==> config.mk <==
export PLATFORM = sky130hd
export DESIGN_NAME = pe_bs_drain
export DESIGN_NICKNAME = d
export VERILOG_FILES = /design/src/rtl/pe_bs_pkg.sv /design/src/rtl/pe_bs_requant.sv /design/src/rtl/pe_bs_drain.sv
export SDC_FILE = /design/constraint.sdc
export NUM_CORES = 1
export LEC_CHECK = 0
export ABC_AREA = 1
export BUFFER_PORTS_ARGS = -buffer_cell sky130_fd_sc_hd__buf_2
export CORE_MARGIN = 4
export CORE_UTILIZATION = 41
export CTS_CLUSTER_DIAMETER = 200
export CTS_CLUSTER_SIZE = 12
export DETAILED_ROUTE_END_ITERATION = 6
export HOLD_SLACK_MARGIN = 0.05
export PLACE_DENSITY = 0.67
export SETUP_SLACK_MARGIN = 0.4
export SKIP_CTS_REPAIR_TIMING = 1
export SLEW_MARGIN = 20
export SYNTH_ARGS = -nofsm -noshare
export SYNTH_HDL_FRONTEND = slang
export SYNTH_SLANG_ARGS = --single-unit
==> constraint.sdc <==
create_clock -name clk -period 2 [get_ports clk]
set_clock_uncertainty 0.05 [all_clocks]
set_input_delay 0.3 -clock clk [delete_from_list [all_inputs] [get_ports clk]]
set_output_delay 0.3 -clock clk [all_outputs]
set_load 0.1 [all_outputs]
==> src/rtl/pe_bs_pkg.sv <==
// Shared constants and types for the barrel-shift PE drain path.
package pe_bs_pkg;

  localparam int unsigned NUM_TAPS  = 5;
  localparam int unsigned DEF_IN_W  = 16;
  localparam int unsigned DEF_OUT_W = 8;

  localparam logic [2:0] SEL_IDLE = 3'd5;
  localparam logic [2:0] SEL_LAST = 3'd4;
  localparam logic [2:0] IDX_LAST = 3'(NUM_TAPS - 1);

  typedef enum logic {
    IDLE,
    SEND
  } state_e;

endpackage

==> src/rtl/pe_bs_requant.sv <==
// Single-tap requantizer: unsigned right shift, optional round half-up, saturate to OUT_W.
// Rounding is enabled by defining PE_BS_DRAIN_ROUND_EN.
module pe_bs_requant #(
  parameter int unsigned IN_W  = 16,
  parameter int unsigned OUT_W = 8,
  parameter int unsigned SHIFT = 4
) (
  input  logic [IN_W-1:0]  y,
  output logic [OUT_W-1:0] q
);

  localparam logic [IN_W:0] MaxVal = {{(IN_W + 1 - OUT_W){1'b0}}, {OUT_W{1'b1}}};

  logic [IN_W:0] sum;
  logic [IN_W:0] shifted;

`ifdef PE_BS_DRAIN_ROUND_EN
  // Half-LSB of the shifted result; collapses to zero when SHIFT is 0.
  localparam logic [IN_W:0] RoundVal = ((IN_W + 1)'(1) << SHIFT) >> 1;
  assign sum = {1'b0, y} + RoundVal;
`else
  assign sum = {1'b0, y};
`endif

  assign shifted = sum >> SHIFT;
  assign q       = (shifted > MaxVal) ? {OUT_W{1'b1}} : shifted[OUT_W-1:0];

endmodule

==> src/rtl/pe_bs_drain.sv <==
// Drain stage: snapshots the five PE accumulators when sel goes 4->5 and streams them
// out requantized over valid/ready. Rounding is selected by PE_BS_DRAIN_ROUND_EN.
module pe_bs_drain
  import pe_bs_pkg::*;
#(
  parameter int unsigned IN_W  = DEF_IN_W,
  parameter int unsigned OUT_W = DEF_OUT_W,
  parameter int unsigned SHIFT = 4
) (
  input  logic             clk,
  input  logic             rst,
  input  logic [2:0]       sel,
  input  logic [IN_W-1:0]  y1,
  input  logic [IN_W-1:0]  y2,
  input  logic [IN_W-1:0]  y3,
  input  logic [IN_W-1:0]  y4,
  input  logic [IN_W-1:0]  y5,
  output logic [OUT_W-1:0] out_data,
  output logic [2:0]       out_idx,
  output logic             out_valid,
  input  logic             out_ready,
  output logic             out_last,
  output logic             busy,
  output logic             overrun
);

  state_e           state_q, state_d;
  logic [2:0]       sel_q;
  logic [2:0]       idx_q, idx_d;
  logic             overrun_q, overrun_d;
  logic [OUT_W-1:0] buf_q [NUM_TAPS];
  logic [OUT_W-1:0] quant [NUM_TAPS];
  logic [IN_W-1:0]  y_arr [NUM_TAPS];

  logic cap;
  logic accept;
  logic last_acc;
  logic load;

  assign y_arr[0] = y1;
  assign y_arr[1] = y2;
  assign y_arr[2] = y3;
  assign y_arr[3] = y4;
  assign y_arr[4] = y5;

  for (genvar i = 0; i < NUM_TAPS; i++) begin : g_requant
    pe_bs_requant #(
      .IN_W  (IN_W),
      .OUT_W (OUT_W),
      .SHIFT (SHIFT)
    ) u_requant (
      .y (y_arr[i]),
      .q (quant[i])
    );
  end

  assign cap      = (sel == SEL_IDLE) && (sel_q == SEL_LAST);
  assign accept   = (state_q == SEND) && out_ready;
  assign last_acc = accept && (idx_q == IDX_LAST);
  // A capture is only taken when the buffer is free or freeing on this very edge.
  assign load     = cap && ((state_q == IDLE) || last_acc);

  always_comb begin
    state_d   = state_q;
    idx_d     = idx_q;
    overrun_d = overrun_q;
    unique case (state_q)
      IDLE: begin
        if (cap) begin
          state_d = SEND;
          idx_d   = '0;
        end
      end
      SEND: begin
        if (load) begin
          idx_d = '0;
        end else begin
          if (cap) overrun_d = 1'b1;
          if (last_acc) begin
            state_d = IDLE;
            idx_d   = '0;
          end else if (accept) begin
            idx_d = idx_q + 3'd1;
          end
        end
      end
      default: state_d = IDLE;
    endcase
  end

  always_ff @(posedge clk or posedge rst) begin
    if (rst) begin
      state_q   <= IDLE;
      sel_q     <= '0;
      idx_q     <= '0;
      overrun_q <= 1'b0;
      for (int i = 0; i < NUM_TAPS; i++) buf_q[i] <= '0;
    end else begin
      state_q   <= state_d;
      sel_q     <= sel;
      idx_q     <= idx_d;
      overrun_q <= overrun_d;
      if (load) begin
        for (int i = 0; i < NUM_TAPS; i++) buf_q[i] <= quant[i];
      end
    end
  end

  assign out_valid = (state_q == SEND);
  assign busy      = (state_q == SEND);
  assign out_idx   = idx_q;
  assign out_data  = out_valid ? buf_q[idx_q] : '0;
  assign out_last  = out_valid && (idx_q == IDX_LAST);
  assign overrun   = overrun_q;

endmodule

# --- Yosys cells after proc, flatten, opt, wreduce, memory -nomap -nowiden ---
# Index checks and enable logic that the tools add are counted.
totals:
  regBits: 48
  in_bits: 86
  out_inout_bits: 15
  elab_cells: 50
classes:
  addsub: 1
  order_cmp: 6
  n_eq_ne: 5
  mux: 18
  n_bitwise: 3
  n_reduce_logical: 8
ops:
  columns: ["op", "n"]
  rows:
  - ["$mux W8", 8]
  - ["$gt A12 B8 Y1 const B", 5]
  - ["$bmux W8 S3", 1]
  - ["$mux W3", 4]
  - ["$eq A3 B3 Y1 const B", 3]
  - ["$pmux W3 S2", 1]
  - ["$logic_and A1 B1 Y1", 5]
  - ["$ge A4 B4 Y1 const B", 1]
  - ["$ne A4 B1 Y1 const B", 1]
  - ["$not A3 Y4", 1]
  - ["$add A3 B1 Y3 const B", 1]
  - ["$mux W1", 3]
  - ["$reduce_and A3 Y1", 1]
  - ["$ne A2 B2 Y1 const B", 1]
  - ["$not A1 Y1", 2]
  - ["$pmux W1 S2", 1]
  - ["$reduce_and A2 Y1", 1]
  - ["$logic_or A1 B1 Y1", 1]

# --- Longest topological paths before layout ---
logic_depth:
  word_depth: 6
  ltp_mapped: 10
  ltp_nobuf: 8

# --- Modules after synthesis ---
# Synthesis repeated with hierarchy kept, for this count alone.
unflattened:
  hier_cells: 395
  area_unflattened_um2: 2786.4
by_module_without_submodules:
  columns: ["module", "n_inst", "cells_each", "area_per_inst_um2", "seq_area_each_um2"]
  rows:
  - ["pe_bs_drain", 1, 305, 2373.5, 1201.2]
  - ["pe_bs_requant", 5, 18, 82.6, 0.0]

# --- Least setup slack after synthesis ---
# Ideal clock, no wire load.
synth_path:
  path_type: "register to output"
  start: "register idx_q[0] (netlist: out_idx[0])"
  end: "output out_data[0]"
  t_arrival_ns: 3.191
  t_required_ns: 1.650
  setup_slack_ns: -1.541
  stages_incl_launch_ff: 9
  n_path_buf: 2
  path_cell_list: "dfrtp_1 -> buf_2 -> inv_2 -> buf_2 -> nand2_1 -> nand3_1 -> nand2_1 -> nand2_1 -> a21oi_1"
synth_via:
  elab_chain_cells: 5
synth_lines:
  columns: ["element", "line", "text"]
  rows:
  - ["from (decl)", "pe_bs_drain.sv:29", "logic [2:0] idx_q, idx_d;"]
  - ["from (signal assigned)", "pe_bs_drain.sv:101", "idx_q <= idx_d;"]
  - ["$not A3 Y4 (not written as such)", "pe_bs_drain.sv:112", "assign out_data = out_valid ? buf_q[idx_q] : '0;"]
  - ["$bmux W8 S3", "pe_bs_drain.sv:112", null]
  - ["$mux W8 (not written as such) (2 in series)", "pe_bs_drain.sv:112", null]
  - ["$mux W8", "pe_bs_drain.sv:112", null]
  - ["to (decl)", "pe_bs_drain.sv:18", "output logic [OUT_W-1:0] out_data,"]
# Every way passes these cells. The select of a mux whose other input is x is not followed.

# --- Worst setup path after layout ---
layout_path:
  start: "register idx_q[0] (netlist: out_idx[0])"
  end: "output out_last"
layout_via:
  elab_chain_cells: 2
layout_lines:
  columns: ["element", "line", "text"]
  rows:
  - ["$eq A3 B3 Y1", "pe_bs_drain.sv:113", "assign out_last = out_valid && (idx_q == IDX_LAST);"]
  - ["$logic_and A1 B1 Y1", "pe_bs_drain.sv:113", null]
  - ["to (decl)", "pe_bs_drain.sv:22", "output logic out_last,"]
# Every way passes these cells.

==> out/metrics.cfg <==
[status]
outcome=finished with violations
violations=setup timing

[clocking]
h-tree-depth=2
clockBufferDepth=2
cts.sinks=48
clk_pin_slew_ns=0.09
cts_buffers=5
insertion_delay_ns=0.30
root_buffer=clkbuf_8
cts_tree=built

[grt]
grt_max_degree=33
grtUsageMet3=0.0325
grt_pass1_vias=2647
grt_antenna_before_repair=0
grt_usage=0.171
grt_use_met1=0.219
overflow=0
use_met2=0.300
top_usage_layer=met2
grt_pass1_wl_mm=11.6

[critical_path]
critPathBufInv=3
worstPathCellList=buf_6, inv_8, ha_1, nand2_2, nor2_4, buf_12
critPathTopFamily=flip-flops
cp.required_ns=1.65
cp_slowest_cell=dfrtp_4
crit_fanout=18
cpPeakStageDelay_ns=0.56
critPathLaunchType=register
critPathCaptureType=output pin
crit_arrival_ns=1.69
critPathKind=reg -> out

[synthesis]
yosysWarnings=0
synth_area_leaders=dfrtp_1, nand2_1, nand3b_1
netlist.area_leader.share=0.427
synth_cells=386
synth_seq_area_share=0.427
synth_area_leader_cell=dfrtp_1
syn_area_um2=2810
ys_seq_elements=48
syn_nets=474
syn_area_per_cell_um2=7.28
ys_types=18

[timing]
period_needed_ns=2.04
fmax_mhz=489
slew_headroom=0.641
worst_pin_slew_ns=0.538
slew_viol_final=0
setup_viol=9
rsz0062_at_grt=yes
min_period_over_period=1.02
hold_ws_ns=0.0633
hold_violations=0
worst_slack_ns=-0.0445

[die]
initial_utilization=0.433
die_x_um=90.8
pin_count=101
coreArea_um2=6490
placementRows=29
die_area_um2=8240
die_h_um=90.8

[layout]
seq_area_um2=1220
fillCellCount=578
drive_gt1_frac=0.362
final_nets=568
fin_cells=558
diodes=0
multi_input_area_um2=1580
syn_to_final_growth_pct=42.9

[detailed_routing]
vias=2748
first_pass_iters=4
drcViolationCount=0
ant_nets=0
wl_mm=7.57
avgRoutedWirePerCell_um=13.6
routed_via_density=4.92
drt_iter0_drc=149

[placed_design]
dp_cells=533
dp_slack_ns=0.0475
hpwlAfterDp_mm=5.17
gp_congestion=0.818
io_buffers=80

[power]
p_leak_nw=2.06
p_per_area_nw_per_um2=1560
peakVddDrop_v=0.000765

[worst_hold_path]
hp-class=in -> reg

[run]
cap_violations=0

-- path summary, 6_finish.rpt --
check	from	cells past startpoint	to	slack, ns
setup / recovery	out_idx[0]	6	out_last	-0.04
hold / removal	sel[0]	1	sel_q[0]	0.06
setup reg to reg	out_idx[0]	10	out_idx[1]	0.10
hold reg to reg	buf_q[26]	2	buf_q[26]	0.43
max in group asynchronous	rst	4	buf_q[25]	0.84
min in group asynchronous	rst	3	buf_q[4]	0.54
-- report_power, final --
group          total [mW]  internal [mW]  switching [mW]  leakage [nW]
registers            1.63           1.33           0.299         0.590
clock network       0.603          0.277           0.327        0.0510
logic                4.04           1.42            2.62          1.42
-- kinds of logic (layout without fill, tap and decap cells) --
kind of cell,count (synthesis),in the layout,share of synthesized area
adder cells (fa/ha/maj),2,2,0.00890
AND/OR/NAND/NOR,267,267,0.439
XOR/XNOR,1,1,0.00312
flip-flops,48,48,0.427
buffers and inverters,58,153,0.0984
AO/OA/AOI/OAI,10,10,0.0227
-- metrics by stage --
step	utilization	TNS [ns]	cell area [um2]	power, mW
2_1_floorplan	-	-1.09	3000	4.26
3_3_place_gp	0.547	0	3550	5.06
3_5_place_dp	0.547	0	3550	5.10
4_1_cts	0.561	-1.28	3640	5.70
5_1_grt	0.618	-0.909	4020	6.63
6_report	0.618	-0.308	4020	6.27
-- layout by cell type, fill, tap and decap left out, types with 2 or more instances in the layout --
master / count
buf_4: 10
clkinvlp_4: 2
nand3b_1: 40
clkbuf_8: 6
buf_6: 4
nor2_1: 13
dfrtp_4: 4
clkinv_2: 3
clkbuf_16: 3
dfrtp_1: 44
nand2_4: 3
nand2_1: 121
nand3_1: 48
ha_1: 2
nand3_2: 9
nand2_2: 30
buf_12: 15
inv_1: 36
buf_2: 70
a21oi_4: 8
-- area by class of cell --
type                    instances  share of cell area
clock buffers                   6              0.0206
clock inverters                 2             0.00249
inverters                      41              0.0427
multi-input cells             280               0.393
flip-flops and latches         48               0.303
well taps                      77              0.0240
repair buffers                103               0.213
repair inverters                1             0.00187
-- routing by layer --
metal | up-vias | routed length, um
met2 | 54 | 3760
met4 | 0 | 52
met1 | 1280 | 3440
met3 | 5 | 314
met5 | - | 0
li1 | 1409 | -
-- sequential cells by signal (all words and copies together) (netlist names) --
signal / cells
buf_q: 40
busy: 1
out_idx: 3
overrun: 1
sel_q: 3
-- cells in the mapped netlist --
cell	n
nor3_2	1
nor2_1	15
dfrtp_1	48
clkinv_1	2
o21bai_1	1
buf_4	5
nand2_1	152
a21oi_1	8
nand3b_1	40
xor2_1	1
ha_1	2
nand3_1	57
buf_6	4
inv_2	2
inv_1	37
nand2_2	2
o21ai_4	1
buf_2	8
Power figures use the tool's default switching activity.
